===== config.mk =====
export PLATFORM = sky130hd
export DESIGN_NAME = shift_frame_arbiter_flat
export DESIGN_NICKNAME = d
export VERILOG_FILES = /design/src/rtl/shift_frame_arbiter_if.sv /design/src/rtl/shift_frame_arbiter.sv /design/src/flat_wrapper.sv
export SDC_FILE = /design/constraint.sdc
export NUM_CORES = 1
export LEC_CHECK = 0
export ABC_AREA = 0
export ABC_CLOCK_PERIOD_IN_PS = 2200
export BUFFER_PORTS_ARGS = -buffer_cell sky130_fd_sc_hd__buf_2
export CAP_MARGIN = 20
export CORE_MARGIN = 2
export CORE_UTILIZATION = 35
export DETAILED_ROUTE_END_ITERATION = 8
export PLACE_DENSITY_LB_ADDON = 0.25
export SLEW_MARGIN = 20
export SYNTH_ARGS = -nofsm -noshare
export SYNTH_HDL_FRONTEND = slang
export SYNTH_SLANG_ARGS = --single-unit
export TNS_END_PERCENT = 30

===== constraint.sdc =====
create_clock -name clk -period 2.2 [get_ports clk]
set_input_delay 0.33 -clock clk [delete_from_list [all_inputs] [get_ports clk]]
set_output_delay 0.33 -clock clk [all_outputs]
set_load 0.01 [all_outputs]

===== src/rtl/shift_frame_arbiter_if.sv =====
// Signal bundle between shift_frame_arbiter, its serial requesters, the external
// shift register and the downstream frame consumer.
interface shift_frame_arbiter_if #(
  parameter int NUM_REQ    = 2,
  parameter int FRAME_BITS = 8
);
  localparam int SW = (NUM_REQ > 1) ? $clog2(NUM_REQ) : 1;

  logic [NUM_REQ-1:0]    req;
  logic [NUM_REQ-1:0]    ser_data;
  logic [NUM_REQ-1:0]    ser_valid;
  logic [NUM_REQ-1:0]    grant;
  logic                  sr_reset;
  logic                  sr_data;
  logic                  sr_shift_enable;
  logic [FRAME_BITS-1:0] sr_stored_data;
  // out_valid/out_ready: a frame transfers on a rising clk edge where both are
  // high; once out_valid rises it stays high, with out_data and out_src held
  // constant, until that edge. out_ready may toggle freely.
  logic [FRAME_BITS-1:0] out_data;
  logic [SW-1:0]         out_src;
  logic                  out_valid;
  logic                  out_ready;
  logic                  timeout_err;

  modport master (
    input  req, ser_data, ser_valid, sr_stored_data, out_ready,
    output grant, sr_reset, sr_data, sr_shift_enable,
           out_data, out_src, out_valid, timeout_err
  );

  modport slave (
    output req, ser_data, ser_valid, sr_stored_data, out_ready,
    input  grant, sr_reset, sr_data, sr_shift_enable,
           out_data, out_src, out_valid, timeout_err
  );
endinterface


===== src/rtl/shift_frame_arbiter.sv =====
// Round-robin arbiter that lends one external serial-in shift register to a
// requester per frame, clears it first, counts the bits and hands off the word.
module shift_frame_arbiter #(
  parameter int NUM_REQ    = 2,
  parameter int FRAME_BITS = 8,
  parameter int TIMEOUT    = 16
) (
  input  logic                 clk,
  input  logic                 reset,
  shift_frame_arbiter_if.master bus,
  output logic [1:0]           o_dbg_state
);
  localparam int SW = (NUM_REQ > 1) ? $clog2(NUM_REQ) : 1;
  localparam int CW = $clog2(FRAME_BITS + 1);
  localparam int TW = $clog2(TIMEOUT + 1);

  localparam logic [1:0] S_IDLE  = 2'd0;
  localparam logic [1:0] S_CLEAR = 2'd1;
  localparam logic [1:0] S_SHIFT = 2'd2;
  localparam logic [1:0] S_DONE  = 2'd3;

  logic [1:0]         r_state;
  logic [NUM_REQ-1:0] r_grant;
  logic [SW-1:0]      r_gidx;
  logic [SW-1:0]      r_last;
  logic [CW-1:0]      r_bit_cnt;
  logic [TW-1:0]      r_idle_cnt;
  logic               r_timeout_err;

  logic [SW-1:0]      w_pick_idx;
  logic               w_pick_found;
  logic               w_bit_valid;
  logic               w_last_bit;
  logic               w_idle_expired;

  // Scan upward from the requester after the last owner, wrapping once, so the
  // previous owner is always considered last.
  always_comb begin
    int          c;
    logic [SW-1:0] cand;
    w_pick_idx   = '0;
    w_pick_found = 1'b0;
    c            = 0;
    cand         = '0;
    for (int i = 1; i <= NUM_REQ; i++) begin
      c = int'(r_last) + i;
      if (c >= NUM_REQ) c = c - NUM_REQ;
      cand = SW'(c);
      if (!w_pick_found && bus.req[cand]) begin
        w_pick_found = 1'b1;
        w_pick_idx   = cand;
      end
    end
  end

  assign w_bit_valid    = bus.ser_valid[r_gidx];
  assign w_last_bit     = (r_bit_cnt == CW'(FRAME_BITS - 1));
  assign w_idle_expired = (r_idle_cnt == TW'(TIMEOUT - 1));

  // The register clears with the controller and for the one CLEAR cycle.
  assign bus.sr_reset        = reset && (r_state != S_CLEAR);
  assign bus.sr_data         = (r_state == S_SHIFT) ? bus.ser_data[r_gidx] : 1'b0;
  assign bus.sr_shift_enable = reset && (r_state == S_SHIFT) && w_bit_valid;
  assign bus.grant           = r_grant;
  assign bus.out_data        = bus.sr_stored_data;
  assign bus.out_src         = r_gidx;
  assign bus.out_valid       = (r_state == S_DONE);
  assign bus.timeout_err     = r_timeout_err;
  assign o_dbg_state         = r_state;

  always_ff @(posedge clk) begin
    if (!reset) begin
      r_state       <= S_IDLE;
      r_grant       <= '0;
      r_gidx        <= '0;
      r_last        <= SW'(NUM_REQ - 1);
      r_bit_cnt     <= '0;
      r_idle_cnt    <= '0;
      r_timeout_err <= 1'b0;
    end else begin
      r_timeout_err <= 1'b0;
      case (r_state)
        S_IDLE: begin
          if (w_pick_found) begin
            r_grant <= NUM_REQ'(1) << w_pick_idx;
            r_gidx  <= w_pick_idx;
            r_state <= S_CLEAR;
          end
        end
        S_CLEAR: begin
          r_bit_cnt  <= '0;
          r_idle_cnt <= '0;
          r_state    <= S_SHIFT;
        end
        S_SHIFT: begin
          if (w_bit_valid) begin
            r_idle_cnt <= '0;
            if (w_last_bit) begin
              r_bit_cnt <= '0;
              r_state   <= S_DONE;
            end else begin
              r_bit_cnt <= r_bit_cnt + CW'(1);
            end
          end else if (w_idle_expired) begin
            r_timeout_err <= 1'b1;
            r_grant       <= '0;
            r_last        <= r_gidx;
            r_bit_cnt     <= '0;
            r_idle_cnt    <= '0;
            r_state       <= S_IDLE;
          end else begin
            r_idle_cnt <= r_idle_cnt + TW'(1);
          end
        end
        S_DONE: begin
          if (bus.out_ready) begin
            r_grant <= '0;
            r_last  <= r_gidx;
            r_state <= S_IDLE;
          end
        end
        default: r_state <= S_IDLE;
      endcase
    end
  end
endmodule


===== src/flat_wrapper.sv =====
// flat-port wrapper written by rule: the top's interface ports become plain ports
module shift_frame_arbiter_flat 
#(
  parameter int NUM_REQ    = 2,
  parameter int FRAME_BITS = 8,
  parameter int TIMEOUT    = 16
)
  (clk, reset, o_dbg_state, bus_req, bus_ser_data, bus_ser_valid, bus_sr_stored_data, bus_out_ready, bus_grant, bus_sr_reset, bus_sr_data, bus_sr_shift_enable, bus_out_data, bus_out_src, bus_out_valid, bus_timeout_err);
  shift_frame_arbiter_if #(.NUM_REQ(NUM_REQ), .FRAME_BITS(FRAME_BITS)) bus_i ();
  input  logic clk;
  input  logic reset;
  output logic [1:0] o_dbg_state;
  input wire logic [$bits(bus_i.req)-1:0] bus_req;
  input wire logic [$bits(bus_i.ser_data)-1:0] bus_ser_data;
  input wire logic [$bits(bus_i.ser_valid)-1:0] bus_ser_valid;
  input wire logic [$bits(bus_i.sr_stored_data)-1:0] bus_sr_stored_data;
  input wire logic [$bits(bus_i.out_ready)-1:0] bus_out_ready;
  output wire logic [$bits(bus_i.grant)-1:0] bus_grant;
  output wire logic [$bits(bus_i.sr_reset)-1:0] bus_sr_reset;
  output wire logic [$bits(bus_i.sr_data)-1:0] bus_sr_data;
  output wire logic [$bits(bus_i.sr_shift_enable)-1:0] bus_sr_shift_enable;
  output wire logic [$bits(bus_i.out_data)-1:0] bus_out_data;
  output wire logic [$bits(bus_i.out_src)-1:0] bus_out_src;
  output wire logic [$bits(bus_i.out_valid)-1:0] bus_out_valid;
  output wire logic [$bits(bus_i.timeout_err)-1:0] bus_timeout_err;
  assign bus_i.req = bus_req;
  assign bus_i.ser_data = bus_ser_data;
  assign bus_i.ser_valid = bus_ser_valid;
  assign bus_i.sr_stored_data = bus_sr_stored_data;
  assign bus_i.out_ready = bus_out_ready;
  assign bus_grant = bus_i.grant;
  assign bus_sr_reset = bus_i.sr_reset;
  assign bus_sr_data = bus_i.sr_data;
  assign bus_sr_shift_enable = bus_i.sr_shift_enable;
  assign bus_out_data = bus_i.out_data;
  assign bus_out_src = bus_i.out_src;
  assign bus_out_valid = bus_i.out_valid;
  assign bus_timeout_err = bus_i.timeout_err;
  shift_frame_arbiter #(.NUM_REQ(NUM_REQ), .FRAME_BITS(FRAME_BITS), .TIMEOUT(TIMEOUT)) u_core (.clk(clk), .reset(reset), .bus(bus_i), .o_dbg_state(o_dbg_state));
endmodule

==> results.cfg <==
[clock_tree]
worstSkewPairLatency_ns = 0.28
cts_buffer_depth = 2
cts_tree = yes
clk_pin_slew_worst_paths_ns = 0.10
cts_resized = 0
post_cts_buffers = 0
cts-htree-levels = 1
cts-root-buf = clkbuf_4
cts_hold_buf = 0
tritoncts.num_buffers = 3
clock-sinks = 16

[power_and_ir_drop]
vdd_drop_max_uv = 560.7
pwr-share-seq_pct = 36.1
power.share.combinational_pct = 45.2
clock_power_share_pct = 18.7
power.density_nw_per_um2 = 978.9
switching_share_pct = 38.65
power.leakage_nw = 0.4826
p_int_w = 0.0006365
p_switching_w = 0.0004009

[worst_setup_path]
critPathRequiredTime_ns = 2.43
critical_path_arrival_ns = 2.12
end_kind = flip-flop
critPathMaxFanout = 12
crit_path_start_kind = flip-flop
critPathKind = reg2reg

[logic_synthesis]
netlist_instances = 115
synth_top_family_by_area = simple AND/OR/NAND/NOR gates
synthFlopType = dfxtp_1
synth-warning-count = 0
synthAdderAreaFrac_pct = 7.624
synth-seq-cells = 16
synthMuxAreaShare_pct = 5.591
synthXorXnorAreaFrac_pct = 0
synth-simple-area-share_pct = 27.32
syn_nets = 138
synth-edff-count = 0
netlist_area_sq_um = 984.7
ys_seq_area_share_pct = 32.53
async_flop_share_pct = 0
syn_area_per_cell_sq_um = 8.563
synth-compound-area-share_pct = 15.88
synthDistinctLibCells = 35

[sta]
skew_ns = 0.002338
relSlewSlack_pct = 67.45
hold_violations = 0
min_period_ns = 1.887
setup-tns-final_ns = 0
finalCritPeriodShare_pct = 85.75
fmax_ghz = 0.5301
slew_violations = 0
rsz0062_at_grt = no
setup_violations = 0
finalWorstSetupSlack_ns = 0.3134
hold_ws_ns = 0.4118
worstMarginPinSlew_ns = 0.4868

[grt]
antenna_found_initial = 0
grt_pass1_vias = 762
grt_max_degree = 22
grtUsageTotal_pct = 12.89
grt-ovfl-total = 0
grt_pass1_wl_mm = 3.318

[floorplanning]
rows = 19
core-area_sq_um = 2710
die_h_um = 57.04
die_x_um = 57.04
start_util_pct = 36.33
die_area_sq_um = 3254
ios = 35

[drt]
wire_per_inst_um = 12.79
postRouteAntennaNets = 0
drc_errors = 0
viasPerCell = 5.247
firstDrtPassIters = 4
routed_wl_mm = 1.970
vias = 808
first_iter_violations = 32

[finish]
drive_above_1_share_pct = 20.33
utilization_pct = 39.10
fill_cells = 282
n_antenna_cell = 0
syn2layout_area_growth_pct = 7.624
fin_nets = 147

[placed_design]
io_buffers = 18
dpl.hpwl_mm = 1.488
gp_congestion = 0.7510
place_ws_ns = 0.3498

[flow_run]
drv_cap = 0

[run_status]
run_status = finished, final reports clean

[worst_hold_path]
hp-class = in2reg
[worst max-delay path: stages (launching register included)]
cell	delay, ns
dfxtp_1	0.35
ha_1	0.24
and4b_1	0.24
nand3b_1	0.44
nor4b_1	0.41
o21a_1	0.17
[synth_stat cells (all sizes together), types with 2 or more instances]
cell type / n / area share (%)
a21boi: 2 / 1.5
a21oi: 5 / 2.5
a41o: 2 / 2.0
and3: 5 / 3.7
and4b: 2 / 2.0
buf: 9 / 7.2
clkbuf: 5 / 1.9
dfxtp: 16 / 33
ha: 6 / 7.6
inv: 5 / 1.9
mux2i: 4 / 4.1
nand2: 12 / 4.6
nand3: 8 / 4.1
nand3b: 3 / 2.3
nor2: 3 / 1.1
nor2b: 5 / 3.2
o21a: 3 / 2.3
o21ai: 3 / 1.5
o22ai: 3 / 1.9
[metal layers]
metal / part of all wire [%] / track usage, % / vias up
li1: - / - / 419
met3: 7.6 / 4.082 / 2
met5: 0 / 0 / -
met4: 0.66 / 5.980 / 0
met2: 46 / 21.84 / 22
met1: 46 / 14.77 / 365
[cells by family after synthesis]
family / count (synthesis)
adder cells (fa/ha/maj): 6
flip-flops: 16
AO/OA/AOI/OAI: 23
buffers and inverters: 19
multiplexers: 5
AND/OR/NAND/NOR: 46
[sequential cells by signal (all words and copies together), names as in the netlist]
register,count
u_core.bus.grant,2
u_core.bus.timeout_err,1
u_core.r_idle_cnt,5
u_core.bus.out_src,1
u_core.o_dbg_state,2
u_core.r_bit_cnt,4
u_core.r_last,1
[power by group through the flow]
stage / clock network (W) / registers, W / logic [W]
after floorplan: 0 / 0.000391 / 0.000359
after global placement: 0 / 0.000379 / 0.000465
after detailed placement: 0 / 0.000382 / 0.000471
after CTS: 0.000203 / 0.000375 / 0.000473
after global routing: 0.000220 / 0.000383 / 0.000524
final: 0.000194 / 0.000375 / 0.000469
[worst paths after layout]
check / startpoint / to / slack [ns] / depth (start not counted)
max reg2reg: u_core.r_idle_cnt[0] / u_core.r_idle_cnt[3] / 0.31 / 5
min: bus_req[0] / u_core.bus.out_src / 0.41 / 4
min reg2reg: u_core.bus.grant[0] / u_core.bus.grant[0] / 0.47 / 2
max: u_core.r_idle_cnt[0] / u_core.r_idle_cnt[3] / 0.31 / 5
[per-stage QoR]
| step | area, sq um | std cells | total power, W |
|---|---|---|---|
| after floorplan | 984.7 | 115 | 0.0007505 |
| after global placement | 1023 | 150 | 0.0008444 |
| after detailed placement | 1023 | 150 | 0.0008528 |
| after CTS | 1060 | 154 | 0.001051 |
| after global routing | 1060 | 154 | 0.001127 |
| final | 1060 | 154 | 0.001037 |
[cell usage in the layout, fill, tap and decap left out]
cell type | synthesis | layout
o22ai_1 | 3 | 3
and3_4 | 1 | 1
clkbuf_4 | 0 | 3
a21oi_1 | 5 | 5
nand2_1 | 12 | 12
o21ai_1 | 3 | 3
ha_1 | 6 | 6
and3b_2 | 1 | 1
nor2b_1 | 5 | 5
nor4_1 | 1 | 1
nand3b_1 | 3 | 3
and4b_1 | 2 | 2
o21a_1 | 3 | 3
buf_2 | 0 | 18
nand4b_1 | 1 | 1
o31ai_1 | 1 | 1
o32ai_1 | 1 | 1
nor3b_1 | 1 | 1
and3_1 | 4 | 4
dfxtp_1 | 16 | 16
nor2_1 | 3 | 3
mux2i_1 | 4 | 4
inv_1 | 5 | 5
mux2_4 | 1 | 1
a21boi_1 | 2 | 2
a41o_1 | 2 | 2
clkbuf_8 | 0 | 1
nand3_1 | 8 | 8
or3b_1 | 1 | 1
a22oi_1 | 1 | 1
nor4b_1 | 1 | 1
or3_1 | 1 | 1
a21o_1 | 1 | 1
and2_1 | 1 | 1
o31a_1 | 1 | 1
[area by class of cell]
type | count | area [sq um] | area share, %
tap | 31 | 38.79 | 3.660
sequential | 16 | 320.3 | 30.22
inverter | 5 | 18.77 | 1.771
clock buffer | 4 | 36.28 | 3.424
timing repair buffer | 18 | 90.09 | 8.501
multi-input combinational | 80 | 555.5 | 52.42
Power figures use the tool's default switching activity.
